==> src/rtl/log_reader_entry_fetch_if.sv <==
// Bundle of the request, log-memory and write-header FIFO channels of the
// log reader entry fetcher. 'master' is the fetcher side, 'slave' the side
// that serves it (request source, log memory and FIFO).
interface log_reader_entry_fetch_if #(
    parameter int DATA_W = 512,
    parameter int IDX_W  = 10,
    parameter int CNT_W  = 8,
    parameter int ADDR_W = 12
);
    // Read request
    logic              req_val;
    logic [IDX_W-1:0]  req_start_idx;
    logic [CNT_W-1:0]  req_num_entries;
    logic              req_rdy;
    // Log memory read request / response
    logic              rd_req_val;
    logic [ADDR_W-1:0] rd_req_addr;
    logic              rd_req_rdy;
    logic              rd_resp_val;
    logic [DATA_W-1:0] rd_resp_data;
    logic              rd_resp_rdy;
    // Write-header FIFO push side
    logic              hdr_fifo_wr_val;
    logic [DATA_W-1:0] hdr_fifo_wr_data;
    logic              hdr_fifo_wr_last;
    logic              hdr_fifo_wr_last_entry;
    logic              hdr_fifo_wr_rdy;
    // Completion
    logic              fetch_done;

    modport master (
        input  req_val, req_start_idx, req_num_entries,
        output req_rdy,
        output rd_req_val, rd_req_addr,
        input  rd_req_rdy,
        input  rd_resp_val, rd_resp_data,
        output rd_resp_rdy,
        output hdr_fifo_wr_val, hdr_fifo_wr_data, hdr_fifo_wr_last, hdr_fifo_wr_last_entry,
        input  hdr_fifo_wr_rdy,
        output fetch_done
    );

    modport slave (
        output req_val, req_start_idx, req_num_entries,
        input  req_rdy,
        input  rd_req_val, rd_req_addr,
        output rd_req_rdy,
        output rd_resp_val, rd_resp_data,
        input  rd_resp_rdy,
        input  hdr_fifo_wr_val, hdr_fifo_wr_data, hdr_fifo_wr_last, hdr_fifo_wr_last_entry,
        output hdr_fifo_wr_rdy,
        input  fetch_done
    );
endinterface

==> src/rtl/log_reader_entry_fetch.sv <==
// Log reader entry fetcher: walks a circular log of fixed-size entry slots,
// one memory read outstanding at a time, and pushes each fetched line into
// the write-header FIFO tagged with end-of-entry and final-entry flags.
// The number of lines per entry comes from the byte length in the low bits
// of the entry's first line, rounded up to whole lines and clamped to
// [1, ENTRY_LINES].
module log_reader_entry_fetch #(
    parameter int DATA_W      = 512,
    parameter int LOG_ENTRIES = 1024,
    parameter int ENTRY_LINES = 4,
    parameter int LEN_W       = 16,
    parameter int IDX_W       = 10,
    parameter int CNT_W       = 8,
    parameter int ADDR_W      = 12
) (
    input  logic                       clk,
    input  logic                       rst,
    log_reader_entry_fetch_if.master   bus
);

    localparam int LINE_W  = $clog2(ENTRY_LINES);
    localparam int BYTES   = DATA_W / 8;
    localparam int BYTE_SH = $clog2(BYTES);

    localparam logic [LEN_W:0]    ROUND_UP  = (LEN_W+1)'(BYTES - 1);
    localparam logic [LEN_W:0]    MAX_LINES = (LEN_W+1)'(ENTRY_LINES);
    localparam logic [LINE_W-1:0] LAST_SLOT = LINE_W'(ENTRY_LINES - 1);
    localparam logic [IDX_W-1:0]  LAST_IDX  = IDX_W'(LOG_ENTRIES - 1);

    typedef enum logic [1:0] {
        IDLE,
        REQ_LINE,
        WAIT_LINE,
        PUSH_LINE
    } state_t;

    state_t            state_q, state_d;
    logic [IDX_W-1:0]  idx_q, idx_d;
    logic [CNT_W-1:0]  remaining_q, remaining_d;
    logic [LINE_W-1:0] line_q, line_d;
    logic [LINE_W-1:0] last_line_q, last_line_d;
    logic              fetch_done_q, fetch_done_d;
    logic [DATA_W-1:0] data_q;
    logic              data_en;

    logic [LEN_W:0]    len_lines;
    logic [LINE_W-1:0] resp_last_line;
    logic              is_last_line;
    logic              is_last_entry;

    // Index of the final line of an entry, derived from the length field of its first line.
    always_comb begin
        len_lines = ({1'b0, bus.rd_resp_data[LEN_W-1:0]} + ROUND_UP) >> BYTE_SH;
        if (len_lines == '0) begin
            resp_last_line = '0;
        end else if (len_lines >= MAX_LINES) begin
            resp_last_line = LAST_SLOT;
        end else begin
            resp_last_line = LINE_W'(len_lines - (LEN_W+1)'(1));
        end
    end

    assign is_last_line  = (line_q == last_line_q);
    assign is_last_entry = (remaining_q == CNT_W'(1));

    // Next-state and output decode; outputs depend on state only, never on a ready input.
    always_comb begin
        // NOTE: every _d signal and output gets a default before the case so no latch is inferred.
        state_d      = state_q;
        idx_d        = idx_q;
        remaining_d  = remaining_q;
        line_d       = line_q;
        last_line_d  = last_line_q;
        fetch_done_d = 1'b0;
        data_en      = 1'b0;

        bus.req_rdy                = 1'b0;
        bus.rd_req_val             = 1'b0;
        bus.rd_req_addr            = ADDR_W'({idx_q, line_q});
        bus.rd_resp_rdy            = 1'b0;
        bus.hdr_fifo_wr_val        = 1'b0;
        bus.hdr_fifo_wr_data       = data_q;
        bus.hdr_fifo_wr_last       = 1'b0;
        bus.hdr_fifo_wr_last_entry = 1'b0;
        bus.fetch_done             = fetch_done_q;

        unique case (state_q)
            IDLE: begin
                bus.req_rdy = 1'b1;
                if (bus.req_val) begin
                    idx_d       = bus.req_start_idx;
                    remaining_d = bus.req_num_entries;
                    line_d      = '0;
                    if (bus.req_num_entries == '0) begin
                        fetch_done_d = 1'b1;
                    end else begin
                        state_d = REQ_LINE;
                    end
                end
            end

            REQ_LINE: begin
                bus.rd_req_val = 1'b1;
                if (bus.rd_req_rdy) begin
                    state_d = WAIT_LINE;
                end
            end

            WAIT_LINE: begin
                bus.rd_resp_rdy = 1'b1;
                if (bus.rd_resp_val) begin
                    data_en = 1'b1;
                    if (line_q == '0) begin
                        last_line_d = resp_last_line;
                    end
                    state_d = PUSH_LINE;
                end
            end

            PUSH_LINE: begin
                bus.hdr_fifo_wr_val        = 1'b1;
                bus.hdr_fifo_wr_last       = is_last_line;
                bus.hdr_fifo_wr_last_entry = is_last_entry;
                if (bus.hdr_fifo_wr_rdy) begin
                    if (!is_last_line) begin
                        line_d  = line_q + LINE_W'(1);
                        state_d = REQ_LINE;
                    end else if (!is_last_entry) begin
                        idx_d       = (idx_q == LAST_IDX) ? '0 : idx_q + IDX_W'(1);
                        remaining_d = remaining_q - CNT_W'(1);
                        line_d      = '0;
                        state_d     = REQ_LINE;
                    end else begin
                        fetch_done_d = 1'b1;
                        state_d      = IDLE;
                    end
                end
            end

            default: state_d = IDLE;
        endcase
    end

    // Control state and walk counters, synchronously reset.
    always_ff @(posedge clk) begin
        // NOTE: sequential state uses non-blocking assignments so every register samples pre-edge values.
        if (rst) begin
            state_q      <= IDLE;
            idx_q        <= '0;
            remaining_q  <= '0;
            line_q       <= '0;
            last_line_q  <= '0;
            fetch_done_q <= 1'b0;
        end else begin
            state_q      <= state_d;
            idx_q        <= idx_d;
            remaining_q  <= remaining_d;
            line_q       <= line_d;
            last_line_q  <= last_line_d;
            fetch_done_q <= fetch_done_d;
        end
    end

    // Captured memory line, held for the FIFO push.
    always_ff @(posedge clk) begin
        // NOTE: the wide line register is not reset; it is only observed while wr_val qualifies it.
        if (data_en) begin
            data_q <= bus.rd_resp_data;
        end
    end

endmodule

==> src/flat_wrapper.sv <==
// flat-port wrapper written by rule: the top's interface ports become plain ports
module log_reader_entry_fetch_flat 
#(
    parameter int DATA_W      = 512,
    parameter int LOG_ENTRIES = 1024,
    parameter int ENTRY_LINES = 4,
    parameter int LEN_W       = 16,
    parameter int IDX_W       = 10,
    parameter int CNT_W       = 8,
    parameter int ADDR_W      = 12
)
  (clk, rst, bus_req_val, bus_req_start_idx, bus_req_num_entries, bus_req_rdy, bus_rd_req_val, bus_rd_req_addr, bus_rd_req_rdy, bus_rd_resp_val, bus_rd_resp_data, bus_rd_resp_rdy, bus_hdr_fifo_wr_val, bus_hdr_fifo_wr_data, bus_hdr_fifo_wr_last, bus_hdr_fifo_wr_last_entry, bus_hdr_fifo_wr_rdy, bus_fetch_done);
  log_reader_entry_fetch_if #(.DATA_W(DATA_W), .IDX_W(IDX_W), .CNT_W(CNT_W), .ADDR_W(ADDR_W)) bus_i ();
  input  logic clk;
  input  logic rst;
  input wire logic [$bits(bus_i.req_val)-1:0] bus_req_val;
  input wire logic [$bits(bus_i.req_start_idx)-1:0] bus_req_start_idx;
  input wire logic [$bits(bus_i.req_num_entries)-1:0] bus_req_num_entries;
  output wire logic [$bits(bus_i.req_rdy)-1:0] bus_req_rdy;
  output wire logic [$bits(bus_i.rd_req_val)-1:0] bus_rd_req_val;
  output wire logic [$bits(bus_i.rd_req_addr)-1:0] bus_rd_req_addr;
  input wire logic [$bits(bus_i.rd_req_rdy)-1:0] bus_rd_req_rdy;
  input wire logic [$bits(bus_i.rd_resp_val)-1:0] bus_rd_resp_val;
  input wire logic [$bits(bus_i.rd_resp_data)-1:0] bus_rd_resp_data;
  output wire logic [$bits(bus_i.rd_resp_rdy)-1:0] bus_rd_resp_rdy;
  output wire logic [$bits(bus_i.hdr_fifo_wr_val)-1:0] bus_hdr_fifo_wr_val;
  output wire logic [$bits(bus_i.hdr_fifo_wr_data)-1:0] bus_hdr_fifo_wr_data;
  output wire logic [$bits(bus_i.hdr_fifo_wr_last)-1:0] bus_hdr_fifo_wr_last;
  output wire logic [$bits(bus_i.hdr_fifo_wr_last_entry)-1:0] bus_hdr_fifo_wr_last_entry;
  input wire logic [$bits(bus_i.hdr_fifo_wr_rdy)-1:0] bus_hdr_fifo_wr_rdy;
  output wire logic [$bits(bus_i.fetch_done)-1:0] bus_fetch_done;
  assign bus_i.req_val = bus_req_val;
  assign bus_i.req_start_idx = bus_req_start_idx;
  assign bus_i.req_num_entries = bus_req_num_entries;
  assign bus_req_rdy = bus_i.req_rdy;
  assign bus_rd_req_val = bus_i.rd_req_val;
  assign bus_rd_req_addr = bus_i.rd_req_addr;
  assign bus_i.rd_req_rdy = bus_rd_req_rdy;
  assign bus_i.rd_resp_val = bus_rd_resp_val;
  assign bus_i.rd_resp_data = bus_rd_resp_data;
  assign bus_rd_resp_rdy = bus_i.rd_resp_rdy;
  assign bus_hdr_fifo_wr_val = bus_i.hdr_fifo_wr_val;
  assign bus_hdr_fifo_wr_data = bus_i.hdr_fifo_wr_data;
  assign bus_hdr_fifo_wr_last = bus_i.hdr_fifo_wr_last;
  assign bus_hdr_fifo_wr_last_entry = bus_i.hdr_fifo_wr_last_entry;
  assign bus_i.hdr_fifo_wr_rdy = bus_hdr_fifo_wr_rdy;
  assign bus_fetch_done = bus_i.fetch_done;
  log_reader_entry_fetch #(.DATA_W(DATA_W), .LOG_ENTRIES(LOG_ENTRIES), .ENTRY_LINES(ENTRY_LINES), .LEN_W(LEN_W), .IDX_W(IDX_W), .CNT_W(CNT_W), .ADDR_W(ADDR_W)) u_core (.clk(clk), .rst(rst), .bus(bus_i));
endmodule
==> config.mk <==
export PLATFORM = sky130hd
export DESIGN_NAME = log_reader_entry_fetch_flat
export DESIGN_NICKNAME = d
export VERILOG_FILES = /design/src/rtl/log_reader_entry_fetch_if.sv /design/src/rtl/log_reader_entry_fetch.sv /design/src/flat_wrapper.sv
export SDC_FILE = /design/constraint.sdc
export NUM_CORES = 1
export LEC_CHECK = 0
export BUFFER_PORTS_ARGS = -buffer_cell sky130_fd_sc_hd__buf_2
export CORE_AREA = 2 2 421 423
export DETAILED_ROUTE_END_ITERATION = 16
export DIE_AREA = 0 0 423 425
export PLACE_DENSITY = 0.39
export SKIP_CTS_REPAIR_TIMING = 1
export SLEW_MARGIN = 20
export SYNTH_ARGS = -nofsm -noshare
export SYNTH_HDL_FRONTEND = slang
export SYNTH_SLANG_ARGS = --single-unit
==> constraint.sdc <==
create_clock -name clk -period 16.05 [get_ports clk]
set_input_delay 0.8025 -clock clk [delete_from_list [all_inputs] [get_ports clk]]
set_output_delay 0.8025 -clock clk [all_outputs]
set_load 0.02 [all_outputs]
# --- Yosys cells after proc, flatten, opt, wreduce, memory -nomap -nowiden ---
# Cells that the tools add are included.
op_classes:
  order_cmp: 1
  muxes: 40
  n_reduce_logical: 9
  n_addsub: 5
  n_eq_ne: 14
op_table:
  columns: ["operator", "n"]
  rows:
  - ["2-to-1 mux 10 bit", 5]
  - ["2-to-1 mux 8 bit", 4]
  - ["2-to-1 mux 2 bit", 12]
  - ["case mux 10 bit (2 select lines)", 1]
  - ["adder 16 x 6 -> 17 bit, second input constant", 1]
  - ["zero test 17 bit", 1]
  - ["case mux 8 bit (2 select lines)", 1]
  - ["2-to-1 mux 1 bit", 14]
  - ["inequality test 2 bit, second input constant", 6]
  - [">= comparator 11 x 3 -> 1 bit, second input constant", 1]
  - ["adder 10 x 1 -> 10 bit, second input constant", 1]
  - ["equality test 10 bit, second input constant", 1]
  - ["AND reduction 5 bit", 2]
  - ["equality test 8 x 1 -> 1 bit, second input constant", 1]
  - ["zero test 8 bit", 1]
  - ["case mux 2 bit (4 select lines)", 1]
  - ["subtractor 8 x 1 -> 8 bit, second input constant", 1]
  - ["equality test 2 bit, second input constant", 2]
  - ["zero test 2 bit", 2]
  - ["case mux 2 bit (2 select lines)", 1]
  - ["AND reduction 4 bit", 1]
  - ["inequality test 3 bit, second input constant", 1]
  - ["AND reduction 3 bit", 1]
  - ["adder 2 x 1 -> 2 bit, second input constant", 1]
  - ["other kinds (6)", 6]
totals:
  reg_bits: 537
  out_inout_bits: 531
  elab_cells: 76
  inputBits: 536

# --- Longest topological paths before layout ---
logic_depth:
  word_depth: 6
  ltp_mapped: 8
  depth_no_buf: 7

# --- Worst setup path after synthesis ---
# No wires, ideal clock.
synth_timing:
  kind: "register to register"
  startpoint: "register u_core.state_q[0]"
  endpoint: "register u_core.data_q[0], in the netlist u_core.bus.hdr_fifo_wr_data[0] (enable)"
  required_ns: 15.109
  path_buffers: 0
  period_less_slack_ns: 13.196
  arrival_ns: 12.255
  stages_incl_launch_ff: 4
  slack_ns: 2.854
  path_cell_list: "dfxtp_1 inv_1 ha_1 and2_1"
synth_between:
  elab_chain_len: 2
synth_rtl:
  columns: ["element", "line_no", "text"]
  rows:
  - ["from (decl)", "log_reader_entry_fetch.sv:37", "state_t state_q, state_d;"]
  - ["from (signal assigned)", "log_reader_entry_fetch.sv:155", "state_q <= state_d;"]
  - ["equality test 2 bit", "log_reader_entry_fetch.sv:87", "unique case (state_q)"]
  - ["2-to-1 mux 1 bit", "log_reader_entry_fetch.sv:87", null]
  - ["net u_core.data_en", "log_reader_entry_fetch.sv:44", "logic data_en;"]
  - ["to (signal assigned)", "log_reader_entry_fetch.sv:168", "data_q <= bus.rd_resp_data;"]
  - ["to (decl)", "log_reader_entry_fetch.sv:43", "logic [DATA_W-1:0] data_q;"]
# The timed path passes the listed nets, and every way through them passes these cells.
# A chain may end at the register's enable or synchronous reset.

# --- Worst setup path after layout ---
layout_timing:
  startpoint: "register u_core.state_q[0]"
  endpoint: "register u_core.data_q[171], in the netlist u_core.bus.hdr_fifo_wr_data[171] (enable)"
# The elaborated chain is that of the path after synthesis.

==> out/metrics.yaml <==
logic_synthesis:
  synth-main-ff-cell: "edfxtp_1"
  yosysMostFrequentCell: "edfxtp_1"
  synthTopCellsByArea: "edfxtp_1 (90%), dfxtp_1 (2.9%), a21oi_1 (0.73%)"
  synth_top_family_by_area: "simple AND/OR/NAND/NOR gates"
  synth_xor_area_share_pct: 0.2046
  synth_edf_count: 512
  yosys_warnings: 0
  synth_fa_ha_area_share_pct: 0.6577
  synth-compound-area-share_pct: 2.792
  synthesis.nets: 1284
  synthesis.area_sq_um: 17120
  syn_avg_cell_area_sq_um: 23.17
  synth_cell_types: 47
  synth-async-reset-ratio_pct: 0
  yosysTopAreaCellShare_pct: 89.80
  ys_seq_elements: 537
  synth_top_cell_by_area: "edfxtp_1"
  synth_seq_area_share_pct: 92.72
  synthTopCellsByCount: "edfxtp_1 (512), a21oi_1 (25), dfxtp_1 (25)"
  synth_simple_gate_area_share_pct: 2.952
  synthesis.instances: 739
  synthMuxAreaShare_pct: 0.05846
layout:
  seqCellArea_sq_um: 15880
  layout-drive-gt1-share_pct: 61.79
  multi_input_area_sq_um: 1150
  area_growth_pct: 62.23
  final_area_sq_um: 27780
  nFillCells: 19500
  nets: 2420
routing:
  drt_iter0_drc: 1030
  wl_microns: 104300
  dr.pass1.iters: 5
  vias_per_cell: 2.891
  drc: 0
  num_vias: 12380
  ant_nets: 0
  drt-wirelength-per-cell_microns: 24.37
timing:
  hold_violations: 0
  fin_skew_ns: 0.01969
  grt_setup_unrepaired: "no"
  finalSetupViolations: 0
  timing.hold.ws_ns: 0.3119
  fin_crit_sh_pct: 27.04
  fmax_ghz: 0.2304
  tightest_slew_ns: 1.063
  totalNegativeSetupSlack_ns: 0
  max_slew_margin_pct: 29.15
  min_period_ns: 4.341
  final_max_slew_viol_count: 0
setup_path:
  critPathMaxFanout: 78
  crit_type: "flip-flop to flip-flop"
  cp.required_ns: 16.32
  start_kind: "flip-flop"
  cp.arrival_ns: 4.61
  cp-end-kind: "flip-flop"
  rr_worst_depth: 6
die:
  die_width_microns: 423
  core_area_sq_um: 175300
  rows: 154
  die_h_microns: 425
  die-area_sq_um: 179800
  start_util_pct: 9.765
  io_pins: 1067
worst_hold_path:
  min_path_type: "input pin to flip-flop"
  whs_path_depth: 1
clocking:
  clkTransAtPathRegs_ns: 0.06
  h-tree-depth: 3
  ctsLongestPathBuffers: 3
  cts_sinks: 537
  cts_tree: "yes"
  cts_buffers: 70
  clock_latency_ns: 0.66
  cts-root-buf: "clkbuf_16"
flow_run:
  drv_cap: 0
power:
  p_leak_uw: 0.01065
  p_per_area_nw_per_um2: 151.1
  vdd_drop_max_uv: 70.71
  power_uw: 4196
global_routing:
  grt_max_degree: 79
  grt-ovfl-total: 0
  antenna_found_initial: 97
  grt_pass1_vias: 11800
  grt_usage_pct: 10.96
  grt_pass1_wl_microns: 127500
placement:
  dp_hpwl_microns: 87530
  place_area_sq_um: 25390
  gp_congestion: 1.026
  port_buffers: 1066
outcome:
  status: "finished clean"
[kinds of logic (layout without fill, tap and decap cells)]
kind of cell,after synthesis,in the layout
AND/OR/NAND/NOR,96,96
AO/OA/AOI/OAI,69,69
buffers and inverters,23,1213
flip-flops,537,537
adder cells (fa/ha/maj),9,9
multiplexers,1,1
XOR/XNOR,4,4
other,0,13
[path summary, 6_finish.rpt]
path                               from                               end  slack (ns)
setup / recovery      u_core.state_q[0]  u_core.bus.hdr_fifo_wr_data[171]       11.71
hold / removal    bus_rd_resp_data[142]  u_core.bus.hdr_fifo_wr_data[142]        0.31
setup reg to reg      u_core.state_q[0]  u_core.bus.hdr_fifo_wr_data[171]       11.71
hold reg to reg   u_core.remaining_q[1]             u_core.remaining_q[1]        0.47
[state kept, by name, summed over array words and instances, names as in the netlist]
signal / count
u_core.bus.hdr_fifo_wr_data: 512
u_core.idx_q: 10
u_core.remaining_q: 8
u_core.last_line_q: 2
u_core.line_q: 2
u_core.state_q: 2
u_core.bus.fetch_done: 1
[per-stage QoR]
stage / setup WS [ns] / std cells / util (%)
finish: 11.71 / 4282 / 15.84
global route: 11.34 / 4274 / 15.83
CTS: 11.60 / 4269 / 15.82
detailed placement: 11.39 / 4143 / 14.48
global placement: 11.42 / 4143 / 14.48
floorplan: 2.854 / 739 / -
[layer usage]
metal  GRT usage (%)  part of all wire, %  up-vias
li1                -                    -     5260
met1           12.87                   39     6167
met2           17.26                   46      702
met3           6.249                   13      190
met4           2.420                  1.9       62
met5               0                 0.37        -
[critical path: stages, from the launching register on]
cell and delay, ns:
dfxtp_1 0.34, inv_1 0.11, ha_1 0.21, and2_4 0.58
buf_4 0.78, buf_4 0.90, buf_4 0.77
[layout make-up]
class | count | area share [%]
Clock inverter | 47 | 1.928
Multi-Input combinational cell | 179 | 4.140
Clock buffer | 79 | 6.505
Antenna cell | 13 | 0.1171
Timing Repair Buffer | 1075 | 19.45
Inverter | 12 | 0.1622
Tap cell | 2340 | 10.54
Sequential cell | 537 | 57.16
[power by group]
group / leakage [uW] / internal [uW] / switching (uW) / total, uW
registers: 0.00483 / 1750 / 75.2 / 1820
clock network: 0.00115 / 965 / 679 / 1640
logic: 0.00466 / 199 / 528 / 727
total: 0.0106 / 2910 / 1280 / 4200
[placed cells by master, fill, tap and decap left out, types with 5 or more instances in the layout]
cell          n
buf_2      1066
edfxtp_1    512
clkbuf_16    71
a21oi_1      25
dfxtp_1      25
nand2_1      21
nor2_1       20
diode_2      13
inv_1        12
clkinv_2     12
clkinv_1     11
ha_1          9
bufinv_16     9
buf_4         9
nand3_1       8
clkbuf_1      8
nand4_1       7
nor3_1        7
o21ai_0       7
nand2b_1      6
nor2b_1       6
and3_1        5
No activity file was read; power rests on OpenSTA's default activity.
